[src/rtl/tl_ul_arbiter_2to1.sv]
// Two-master to one-slave TileLink UL arbiter: round-robin A grant with stall lock, source-MSB tagging, per-master in-flight limit.
// Zero-cycle combinational A and D paths, no buffering; a stalled grant holds until accepted, and a full master is masked until a response frees a slot.
`ifndef TL_ADDR_BITS
  `define TL_ADDR_BITS 32
`endif
`ifndef TL_SIZE_BITS
  `define TL_SIZE_BITS 3
`endif
`ifndef TL_SOURCE_BITS
  `define TL_SOURCE_BITS 8
`endif
`ifndef TL_SINK_BITS
  `define TL_SINK_BITS 1
`endif
`ifndef TL_DATA_BYTES
  `define TL_DATA_BYTES 4
`endif

module tl_ul_arbiter_2to1 #(
  parameter int MAX_OUTSTANDING = 4,
  parameter int CNT_W           = 3
) (
  input  logic                            clk,
  input  logic                            rst_n,
  input  logic [2:0]                      m0_a_opcode,
  input  logic [2:0]                      m0_a_param,
  input  logic [`TL_SIZE_BITS-1:0]        m0_a_size,
  input  logic [`TL_SOURCE_BITS-1:0]      m0_a_source,
  input  logic [`TL_ADDR_BITS-1:0]        m0_a_address,
  input  logic [`TL_DATA_BYTES-1:0]       m0_a_mask,
  input  logic [`TL_DATA_BYTES*8-1:0]     m0_a_data,
  input  logic                            m0_a_valid,
  output logic                            m0_a_ready,
  output logic [3:0]                      m0_d_opcode,
  output logic [1:0]                      m0_d_param,
  output logic [`TL_SIZE_BITS-1:0]        m0_d_size,
  output logic [`TL_SOURCE_BITS-1:0]      m0_d_source,
  output logic [`TL_SINK_BITS-1:0]        m0_d_sink,
  output logic                            m0_d_denied,
  output logic [`TL_DATA_BYTES*8-1:0]     m0_d_data,
  output logic                            m0_d_valid,
  input  logic                            m0_d_ready,
  input  logic [2:0]                      m1_a_opcode,
  input  logic [2:0]                      m1_a_param,
  input  logic [`TL_SIZE_BITS-1:0]        m1_a_size,
  input  logic [`TL_SOURCE_BITS-1:0]      m1_a_source,
  input  logic [`TL_ADDR_BITS-1:0]        m1_a_address,
  input  logic [`TL_DATA_BYTES-1:0]       m1_a_mask,
  input  logic [`TL_DATA_BYTES*8-1:0]     m1_a_data,
  input  logic                            m1_a_valid,
  output logic                            m1_a_ready,
  output logic [3:0]                      m1_d_opcode,
  output logic [1:0]                      m1_d_param,
  output logic [`TL_SIZE_BITS-1:0]        m1_d_size,
  output logic [`TL_SOURCE_BITS-1:0]      m1_d_source,
  output logic [`TL_SINK_BITS-1:0]        m1_d_sink,
  output logic                            m1_d_denied,
  output logic [`TL_DATA_BYTES*8-1:0]     m1_d_data,
  output logic                            m1_d_valid,
  input  logic                            m1_d_ready,
  output logic [2:0]                      s0_a_opcode,
  output logic [2:0]                      s0_a_param,
  output logic [`TL_SIZE_BITS-1:0]        s0_a_size,
  output logic [`TL_SOURCE_BITS-1:0]      s0_a_source,
  output logic [`TL_ADDR_BITS-1:0]        s0_a_address,
  output logic [`TL_DATA_BYTES-1:0]       s0_a_mask,
  output logic [`TL_DATA_BYTES*8-1:0]     s0_a_data,
  output logic                            s0_a_valid,
  input  logic                            s0_a_ready,
  input  logic [3:0]                      s0_d_opcode,
  input  logic [1:0]                      s0_d_param,
  input  logic [`TL_SIZE_BITS-1:0]        s0_d_size,
  input  logic [`TL_SOURCE_BITS-1:0]      s0_d_source,
  input  logic [`TL_SINK_BITS-1:0]        s0_d_sink,
  input  logic                            s0_d_denied,
  input  logic [`TL_DATA_BYTES*8-1:0]     s0_d_data,
  input  logic                            s0_d_valid,
  output logic                            s0_d_ready,
  output logic [CNT_W-1:0]                outstanding0,
  output logic [CNT_W-1:0]                outstanding1,
  output logic                            err
);

  localparam int SRC_W = `TL_SOURCE_BITS;
  localparam logic [CNT_W-1:0] MAX_C = CNT_W'(MAX_OUTSTANDING);

  typedef struct packed {
    logic [2:0]                  opcode;
    logic [2:0]                  param;
    logic [`TL_SIZE_BITS-1:0]    size;
    logic [SRC_W-1:0]            source;
    logic [`TL_ADDR_BITS-1:0]    address;
    logic [`TL_DATA_BYTES-1:0]   mask;
    logic [`TL_DATA_BYTES*8-1:0] data;
  } a_req_t;

  logic [CNT_W-1:0] cnt [2];
  logic             rr_ptr, lock, lock_id;
  logic             elig0, elig1, grant, grant_valid, a_hs, d_dst, d_hs;
  logic [1:0]       inc, dec;
  a_req_t           a_sel;

  assign elig0 = m0_a_valid && (cnt[0] < MAX_C);
  assign elig1 = m1_a_valid && (cnt[1] < MAX_C);

  always_comb begin
    grant = 1'b0;
    if (lock)                grant = lock_id;
    else if (elig0 && elig1) grant = rr_ptr;
    else if (elig1)          grant = 1'b1;
  end

  assign grant_valid = grant ? m1_a_valid : m0_a_valid;
  assign s0_a_valid  = grant ? elig1 : elig0;
  assign a_hs        = s0_a_valid && s0_a_ready;
  assign m0_a_ready  = s0_a_ready && elig0 && !grant;
  assign m1_a_ready  = s0_a_ready && elig1 && grant;

  assign a_sel = grant
    ? a_req_t'{m1_a_opcode, m1_a_param, m1_a_size, m1_a_source, m1_a_address, m1_a_mask, m1_a_data}
    : a_req_t'{m0_a_opcode, m0_a_param, m0_a_size, m0_a_source, m0_a_address, m0_a_mask, m0_a_data};

  assign s0_a_opcode  = a_sel.opcode;
  assign s0_a_param   = a_sel.param;
  assign s0_a_size    = a_sel.size;
  assign s0_a_source  = {grant, a_sel.source[SRC_W-2:0]};
  assign s0_a_address = a_sel.address;
  assign s0_a_mask    = a_sel.mask;
  assign s0_a_data    = a_sel.data;

  // Response owner is the tag bit inserted on the A channel.
  assign d_dst      = s0_d_source[SRC_W-1];
  assign m0_d_valid = s0_d_valid && !d_dst;
  assign m1_d_valid = s0_d_valid && d_dst;
  assign s0_d_ready = d_dst ? m1_d_ready : m0_d_ready;
  assign d_hs       = s0_d_valid && s0_d_ready;

  assign m0_d_opcode = s0_d_opcode;
  assign m1_d_opcode = s0_d_opcode;
  assign m0_d_param  = s0_d_param;
  assign m1_d_param  = s0_d_param;
  assign m0_d_size   = s0_d_size;
  assign m1_d_size   = s0_d_size;
  assign m0_d_source = {1'b0, s0_d_source[SRC_W-2:0]};
  assign m1_d_source = {1'b0, s0_d_source[SRC_W-2:0]};
  assign m0_d_sink   = s0_d_sink;
  assign m1_d_sink   = s0_d_sink;
  assign m0_d_denied = s0_d_denied;
  assign m1_d_denied = s0_d_denied;
  assign m0_d_data   = s0_d_data;
  assign m1_d_data   = s0_d_data;

  assign inc = {a_hs && grant, a_hs && !grant};
  assign dec = {d_hs && d_dst, d_hs && !d_dst};

  assign outstanding0 = cnt[0];
  assign outstanding1 = cnt[1];

  always_ff @(posedge clk or negedge rst_n) begin
    if (!rst_n) begin
      cnt[0]  <= '0;
      cnt[1]  <= '0;
      rr_ptr  <= 1'b0;
      lock    <= 1'b0;
      lock_id <= 1'b0;
      err     <= 1'b0;
    end else begin
      for (int i = 0; i < 2; i++) begin
        if (inc[i] && !dec[i]) begin
          cnt[i] <= cnt[i] + 1'b1;
        end else if (dec[i] && !inc[i]) begin
          if (cnt[i] == '0) err <= 1'b1;
          else              cnt[i] <= cnt[i] - 1'b1;
        end
      end
      if (a_hs) begin
        rr_ptr <= ~grant;
        lock   <= 1'b0;
        if (a_sel.source[SRC_W-1]) err <= 1'b1;
      end else if (lock && !grant_valid) begin
        // Withdrawing a stalled request is a protocol violation.
        lock <= 1'b0;
        err  <= 1'b1;
      end else if (s0_a_valid) begin
        lock    <= 1'b1;
        lock_id <= grant;
      end
    end
  end

endmodule

[config.mk]
export PLATFORM = sky130hd
export DESIGN_NAME = tl_ul_arbiter_2to1
export DESIGN_NICKNAME = d
export VERILOG_FILES = /design/src/rtl/tl_ul_arbiter_2to1.sv
export SDC_FILE = /design/constraint.sdc
export NUM_CORES = 1
export LEC_CHECK = 0
export CAP_MARGIN = 25
export CORE_AREA = 2 2 167 169
export CTS_CLUSTER_DIAMETER = 40
export DETAILED_ROUTE_END_ITERATION = 8
export DIE_AREA = 0 0 169 171
export PLACE_DENSITY = 0.38
export SLEW_MARGIN = 20
export SYNTH_ARGS = -nofsm -noshare
export SYNTH_HDL_FRONTEND = slang
export SYNTH_SLANG_ARGS = --single-unit
[constraint.sdc]
create_clock -name clk -period 3.1 [get_ports clk]
set_input_delay 0.62 -clock clk [delete_from_list [all_inputs] [get_ports clk]]
set_output_delay 0.62 -clock clk [all_outputs]
set_load 0.01 [all_outputs]
Word level (Yosys, flattened, before mapping)
Cells that the tools add are included. Widths: inputs -> output; s select.

Add/subtract/negate cells: 4. Order comparisons: 2. Equal/unequal tests: 2. Multiplexer cells: 25. Bitwise gates (word level): 3. Reductions and logical operators: 35.

Operators with widths (count): $mux 85 (1); $logic_and 1x1->1 (20); $mux 1 (18); $mux 3 (6); $logic_not 1->1 (7); $add 3x1->3 const B (2); $logic_not 3->1 (2); $lt 3x3->1 const B (2); $sub 3x1->3 const B (2); $ne 2x2->1 const B (2); $reduce_and 2->1 (2); $reduce_bool 2->1 (2); $not 1->1 (3); $reduce_and 3->1 (1); $reduce_bool 3->1 (1).

Register bits: 10. Input port bits: 229. Output and inout port bits: 200. Logic and storage cells: 77.

Longest topological paths before layout
Gate-level depths: netlist (run 1).

Depth in word-level cells: 17. Depth in mapped cells: 13. Mapped depth without buffers: 11.

Worst setup path after synthesis (run 1)
Ideal clock, no wire load.

Kind: input to register. Start point: input port m1_a_valid. End point: register cnt (netlist bit outstanding1[2]). Arrival: 2.929 ns. Data required time: 3.023 ns. Path slack: 0.093 ns. Stages on the path: 12. Path through: inv_1 -> o41ai_4 -> buf_6 -> nand3_1 -> inv_1 -> ha_1 -> inv_1 -> fa_1 -> or2_2 -> o21ai_0 -> a21oi_1 -> a21oi_1.

Word-level cells in the longest chain between the ends: 11. Elaborated cells on any way between the ends: 15.

Ends and longest elaborated chain: start, declared (line 50) `input logic m1_a_valid,`; $logic_and 1x1->1 (*) (line 104) `assign elig1 = m1_a_valid && (cnt[1] < MAX_C);`; $mux 1 or $logic_and 1x1->1 (tied branches) (line 110, 109); $mux 1 (*) (line 109) `else if (elig0 && elig1) grant = rr_ptr;`; $mux 1 (*) (line 108) `if (lock) grant = lock_id;`; net grant (line 99) `logic elig0, elig1, grant, grant_valid, a_hs, d_dst, d_hs;`; $mux 1 (line 114) `assign s0_a_valid = grant ? elig1 : elig0;`; $logic_and 1x1->1 (line 115) `assign a_hs = s0_a_valid && s0_a_ready;`; $logic_and 1x1->1 (*) (line 153) `assign inc = {a_hs && grant, a_hs && !grant};`; $logic_not 1->1 (line 171) `end else if (dec[i] && !inc[i]) begin`; $logic_and 1x1->1 (line 171); $reduce_bool 2->1 (no line); $reduce_and 2->1 (no line); end signal, assigned by index (line 170) `cnt[i] <= cnt[i] + 1'b1;`; end signal, assigned by index (line 173) `else cnt[i] <= cnt[i] - 1'b1;`; end, declared (line 97) `logic [CNT_W-1:0] cnt [2];`.

Mark *: on every way through the listed nets, which the timed path passes. The rest lies on a longest branch. A chain may end at the register's enable or synchronous reset.

Worst setup path in the final report (run 1)
Start point: input port m0_a_valid. End point: output port s0_a_data[27].

Word-level cells in the longest chain between the ends: 5.

Ends and longest elaborated chain: start, declared (line 32) `input logic m0_a_valid,`; $logic_and 1x1->1 (line 103) `assign elig0 = m0_a_valid && (cnt[0] < MAX_C);`; $logic_and 1x1->1 (line 109); $mux 1 (line 109); $mux 1 (line 108); $mux 85 (line 120) `? a_req_t'{m1_a_opcode, m1_a_param, m1_a_size, m1_a_source, m1_a_address, m1_a_mask, m1_a_data}`; end, declared (line 67) `` output logic [`TL_DATA_BYTES*8-1:0] s0_a_data, ``.

No other way between the ends.

==> results.json, run 1 <==
{
  "yosysUniqueCellTypes": 32,
  "core_area_mm2": 0.0273,
  "seq_area_um2": 250,
  "ctsRootBufferMaster": "clkbuf_16",
  "fin_crit_ps": 3010,
  "grt_pass1_wl_um": 17200,
  "drt_iter0_drc": 57,
  "layout.nets": 718,
  "grt_use_total_pct": 7.94,
  "skew_ps": 3.28,
  "r2r_slack_ps": 440,
  "yosys.area_share.simple_pct": 6.54,
  "clk_pin_slew_ps": 40,
  "place.gp.congestion": 0.742,
  "hold-worst-slack_ps": 547,
  "power_mw": 3.14,
  "power_density_mw_per_mm2": 586,
  "worstHoldStart": "rr_ptr",
  "die_h_um": 171,
  "crit_start": "m0_a_valid",
  "h-tree-depth": 1,
  "holdPathEnd": "rr_ptr",
  "synth_top_family_by_area": "multiplexers",
  "cts_buffer_depth": 2,
  "ant_nets": 0,
  "io_buffers": 276,
  "drcViolationCount": 0,
  "cp-end-kind": "output pin",
  "irDropWorstVdd_mv": 0.247,
  "mostFrequentLayoutCell": "clkdlybuf4s50_1",
  "drtPass1Iterations": 6,
  "hold_class": "flip-flop to flip-flop",
  "final_cell_mix": "clkdlybuf4s50_1, mux2_2, clkdlybuf4s15_1",
  "maxCapViolations": 0,
  "yosys.area_share.xor_xnor_pct": 0,
  "syn_area_mm2": 0.00256,
  "synth-async-reset-ratio_pct": 100,
  "pin_count": 429,
  "synth_compound_area_share_pct": 5.51,
  "grt_start_max_net_pins": 14,
  "synth_seq_area_share_pct": 9.76,
  "cts_buffers": 3,
  "drive_gt1_share_pct": 28.6,
  "reg2reg_depth": 12,
  "outcome": "finished clean",
  "antenna_found_initial": 0,
  "dr_total_vias": 2727,
  "slew_headroom_pct": 64.6,
  "gr-total-overflow": 0,
  "cp.required_ps": 2480,
  "synth_seq_cells": 10,
  "num_rows": 61,
  "cts_tree": "done",
  "hold_viol_final": 0,
  "worst_pin_slew_ps": 529,
  "placed_cell_area_mm2": 0.00511,
  "synthAdderAreaFrac_pct": 3.51,
  "holdBufCountCts": 0,
  "synthMuxAreaShare_pct": 39.0,
  "timing.rr.end": "outstanding1[2]",
  "syn_avg_cell_area_um2": 9.13,
  "netlist_instances": 281,
  "critPathKind": "input pin to output pin",
  "viasPerCell": 3.29,
  "hold_depth": 1,
  "p_leak_nw": 2.10,
  "synth_edf_count": 0,
  "syn_to_final_growth_pct": 109,
  "fillCellCount": 3025,
  "cts_sinks": 10,
  "wl_per_cell_um": 15.4,
  "reg2reg_from": "lock",
  "n_antenna_cell": 0,
  "routed_wl_um": 12800,
  "die-area_mm2": 0.0289,
  "clock.fmax_mhz": 332,
  "finalCritPeriodShare_pct": 97.1,
  "synthFlopType": "dfrtp_1",
  "grt_pass1_vias": 2911,
  "setup_tns_ps": 0,
  "final_design_area_no_fill_mm2": 0.00537,
  "die_w_um": 169,
  "clock_latency_ps": 240,
  "rsz0062_at_grt": "false",
  "initial_core_util_pct": 9.39,
  "crit_path_start_kind": "input pin",
  "hpwlAfterDp_um": 11000,
  "finalMaxSlewViolations": 0,
  "setup_viol": 0,
  "multi_input_area_mm2": 0.00142,
  "crit_fanout": 10,
  "ys_warn_count": 0,
  "worstPathArrival_ps": 2390
}
## registers in the layout (all words and copies together), names as in the netlist
name,flops
lock_id,1
outstanding0,3
outstanding1,3
rr_ptr,1
lock,1
err,1
## how the worst max path moves through the flow
stage                     cells after the start         endpoint  slack, ps
after floorplan                              12  outstanding1[2]         90
after global placement                        7    s0_a_data[30]       -540
final                                         9    s0_a_data[27]         90
after global routing                          9   s0_a_opcode[2]         20
after CTS                                     8    s0_a_data[12]         90
after detailed placement                      7    s0_a_data[30]       -530
## area by class of cell
type	count	area share [%]
multi-input combinational	149	26.4
tap	346	8.07
inverter	10	0.700
clock buffer	4	1.66
sequential	10	4.66
timing repair buffer	309	58.5
## logic make-up after synthesis
family,after synthesis
AO/OA/AOI/OAI,18
adder cells (fa/ha/maj),6
multiplexers,89
AND/OR/NAND/NOR,34
flip-flops,10
other,1
buffers and inverters,123
## metal layers
metal	vias up	global-route usage, %	routed length [um]
met4	0	1.93	206
met2	180	14.0	6650
met1	1253	9.28	4650
met5	-	0	0
li1	1263	-	-
met3	31	2.71	1270
## cells in the mapped netlist (2+ instances only)
cell,n,area share [%]
nor2b_1,3,0.73
nand2_1,6,0.88
nor2_1,11,1.6
o22a_1,2,0.68
nor3_1,6,1.2
a21oi_1,4,0.78
o21ai_0,2,0.39
dfrtp_1,10,9.8
fa_1,2,1.6
a21o_1,3,0.88
mux2i_1,2,0.78
ha_1,4,2.0
buf_6,7,3.1
buf_4,106,31
inv_1,10,1.5
mux2_2,87,38
## critical path, cell delays in order
cell and delay, ps:
dlygate4sd2_1 260, nor3b_4 160, o41ai_4 190, buf_4 190, buf_6 120, buf_4 110
buf_12 120, mux2_2 330, dlygate4sd2_1 280
## repair_timing
| item | 4_1_cts | 5_1_grt |
|---|---|---|
| hold endpoints to repair | 0 | 0 |
| setup endpoints to repair | 88 | 0 |
| buffers inserted | 8 | 0 |
| gates resized for setup | 163 | 0 |
## where the power goes
part	internal, mW	switching [mW]
clock network	0.195	0.0663
registers	0.182	0.0829
logic	1.62	0.995
## stage by stage
step,worst slack [ps],utilization [%],std cells
global placement,-536,18.7,814
detailed placement,-527,18.7,814
global route,20.7,19.6,828
finish,90.3,19.6,828
CTS,88.6,19.6,828
floorplan,93.4,-,282
(Power assumes the default switching activity.)
==> run 2, diff against run 1 <==
Settings changed: CELL_PAD_IN_SITES_DETAIL_PLACEMENT from default to 1, CELL_PAD_IN_SITES_GLOBAL_PLACEMENT from default to 2, CORE_AREA 2 2 167 169 to 2 2 168 170, DIE_AREA 0 0 169 171 to 0 0 170 172, PLACE_DENSITY 0.38 to 0.79.
==> run 2 against run 1 <==
  * Sequential share of layout area grew 0.17 points
  * Largest power group unchanged
  * Via count shrank 3.2%
  * Count of clock-buffer cells in the layout is the same
  * Combinational power shrank 8.0%
  * Critical endpoint is now s0_a_address[18]
  * Register-to-register slack is essentially flat
  * Non-clock buffer count shrank 5
  * Clock skew shrank 1.6 ps
  * Wire length shrank 5.1%
  * Sequential power is essentially flat
  * Cell count shrank 0.60%
  * Clock power shrank 2%
  * Critical path type unchanged
==> results.json, run 2 (synthesized netlist as in run 1, its figures left out) <==
{
  "outcome": "finished clean",
  "clock_latency_ps": 240,
  "placed_cell_area_mm2": 0.00509,
  "maxCapViolations": 0,
  "core_area_mm2": 0.0275,
  "cp.required_ps": 2480,
  "place.gp.congestion": 0.713,
  "ant_nets": 0,
  "hpwlAfterDp_um": 10500,
  "drive_gt1_share_pct": 27.3,
  "path_cells": "dlygate4sd2_1 > nor3b_2 > o41ai_4 > buf_4 > buf_12 > buf_4 > mux2_2 > dlygate4sd2_1",
  "use_met2_pct": 13.1,
  "drt_iter0_drc": 39,
  "die_h_um": 172,
  "clock.fmax_mhz": 330,
  "top_usage_layer": "met2",
  "cp-end-kind": "output pin",
  "worstPathArrival_ps": 2410,
  "drtPass1Iterations": 4,
  "num_rows": 61,
  "crit_family": "buffers and inverters",
  "grt_start_max_net_pins": 13,
  "hold_viol_final": 0,
  "syn_to_final_growth_pct": 102,
  "fin_crit_ps": 3030,
  "wl_per_cell_um": 14.7,
  "layout.nets": 713,
  "crit_buf_inv": 5,
  "die-area_mm2": 0.0292,
  "clk_pin_slew_ps": 40,
  "drcViolationCount": 0,
  "die_w_um": 170,
  "cts_tree": "done",
  "grt_use_total_pct": 7.53,
  "skew_ps": 1.65,
  "ctsRootBufferMaster": "clkbuf_16",
  "use_met3_pct": 3.14,
  "routed_wl_um": 12100,
  "setup_tns_ps": 0,
  "grt_pass1_wl_um": 16900,
  "h-tree-depth": 1,
  "irDropWorstVdd_mv": 0.219,
  "multi_input_area_mm2": 0.00142,
  "setup_viol": 0,
  "critPathKind": "input pin to output pin",
  "finalMaxSlewViolations": 0,
  "mostFrequentLayoutCell": "clkdlybuf4s50_1",
  "p_leak_nw": 2.09,
  "fillCellCount": 3265,
  "cts_buffer_depth": 2,
  "n_antenna_cell": 0,
  "critPathSlowestCell": "mux2_2",
  "power_density_mw_per_mm2": 566,
  "antenna_found_initial": 0,
  "viasPerCell": 3.21,
  "initial_core_util_pct": 9.34,
  "seq_area_um2": 250,
  "final_design_area_no_fill_mm2": 0.00518,
  "grt_use_met1_pct": 8.70,
  "grt_pass1_vias": 2941,
  "crit_fanout": 8,
  "gr-total-overflow": 0,
  "crit_path_start_kind": "input pin",
  "io_buffers": 276,
  "cts_sinks": 10,
  "final_cell_mix": "clkdlybuf4s50_1, mux2_2, dlygate4sd2_1",
  "dr_total_vias": 2639,
  "cts_buffers": 3,
  "pin_count": 429,
  "slowest_delay_ps": 340,
  "finalCritPeriodShare_pct": 97.7,
  "hold_class": "flip-flop to flip-flop"
}
## run 2: changes by cell type in the layout (fill, tap and decap cells not counted), moves of 2 or more
cell,delta
buf_6,-2
clkdlybuf4s15_2,-4
buf_12,-2
clkdlybuf4s15_1,-43
buf_16,-2
buf_2,+2
dlygate4sd2_1,+46
## run 2: per-layer routing
layer	vias to the layer above	wire length [um]
met3	21	1310
met2	178	6060
met5	-	0
met1	1192	4610
met4	0	138
li1	1248	-
## run 2: layout make-up
type                       count  area share [%]
inverter                      10           0.725
tap                          346            8.36
clock buffer                   4            1.71
sequential                    10            4.83
timing repair buffer         304            57.1
multi-input combinational    149            27.3
## run 2: stage by stage
| step | cells | power (mW) | hold WS [ps] | utilization (%) | setup WS, ps |
|---|---|---|---|---|---|
| 2_1_floorplan | 282 | 1.58 | 324 | - | 93.4 |
| 3_3_place_gp | 813 | 2.77 | 479 | 18.5 | -388 |
| 3_5_place_dp | 813 | 2.77 | 474 | 18.5 | -460 |
| 4_1_cts | 822 | 3.02 | 503 | 19.0 | 29.7 |
| 5_1_grt | 823 | 3.16 | 536 | 18.9 | -0.471 |
| 6_report | 823 | 2.93 | 501 | 18.9 | 70.1 |
## run 2: repair_timing
action / in CTS / in global routing
endpoints found under the setup margin: 89 / 18
pin swaps: 1 / 0
cloned: 3 / 0
gates resized for setup: 110 / 7
buffers inserted: 2 / 1
hold buffers: 0 / 0
## run 2: worst reg2reg max path, cell delays in order (launching register included)
cell     delay, ps
dfrtp_1        450
o41ai_4        390
buf_4          200
buf_12         130
nand3_1        130
inv_1           80
ha_1           170
inv_1           50
fa_1           370
or2_2          310
o21ai_1        120
a21oi_1         80
a21oi_1        110
## run 2: path summary, 6_finish.rpt
kind,from,end,cells past startpoint,slack (ps)
min in group asynchronous,rst_n,outstanding0[1],1,710
max,m0_a_valid,s0_a_address[18],8,70
max reg2reg,lock,outstanding1[2],12,430
min,rr_ptr,rr_ptr,1,500
min reg2reg,rr_ptr,rr_ptr,1,500
max in group asynchronous,rst_n,outstanding1[1],1,2070
## run 2: power by group
part           internal [mW]  switching, mW
sequential             0.182         0.0801
clock                  0.194         0.0626
combinational           1.45          0.965
total                   1.82           1.11
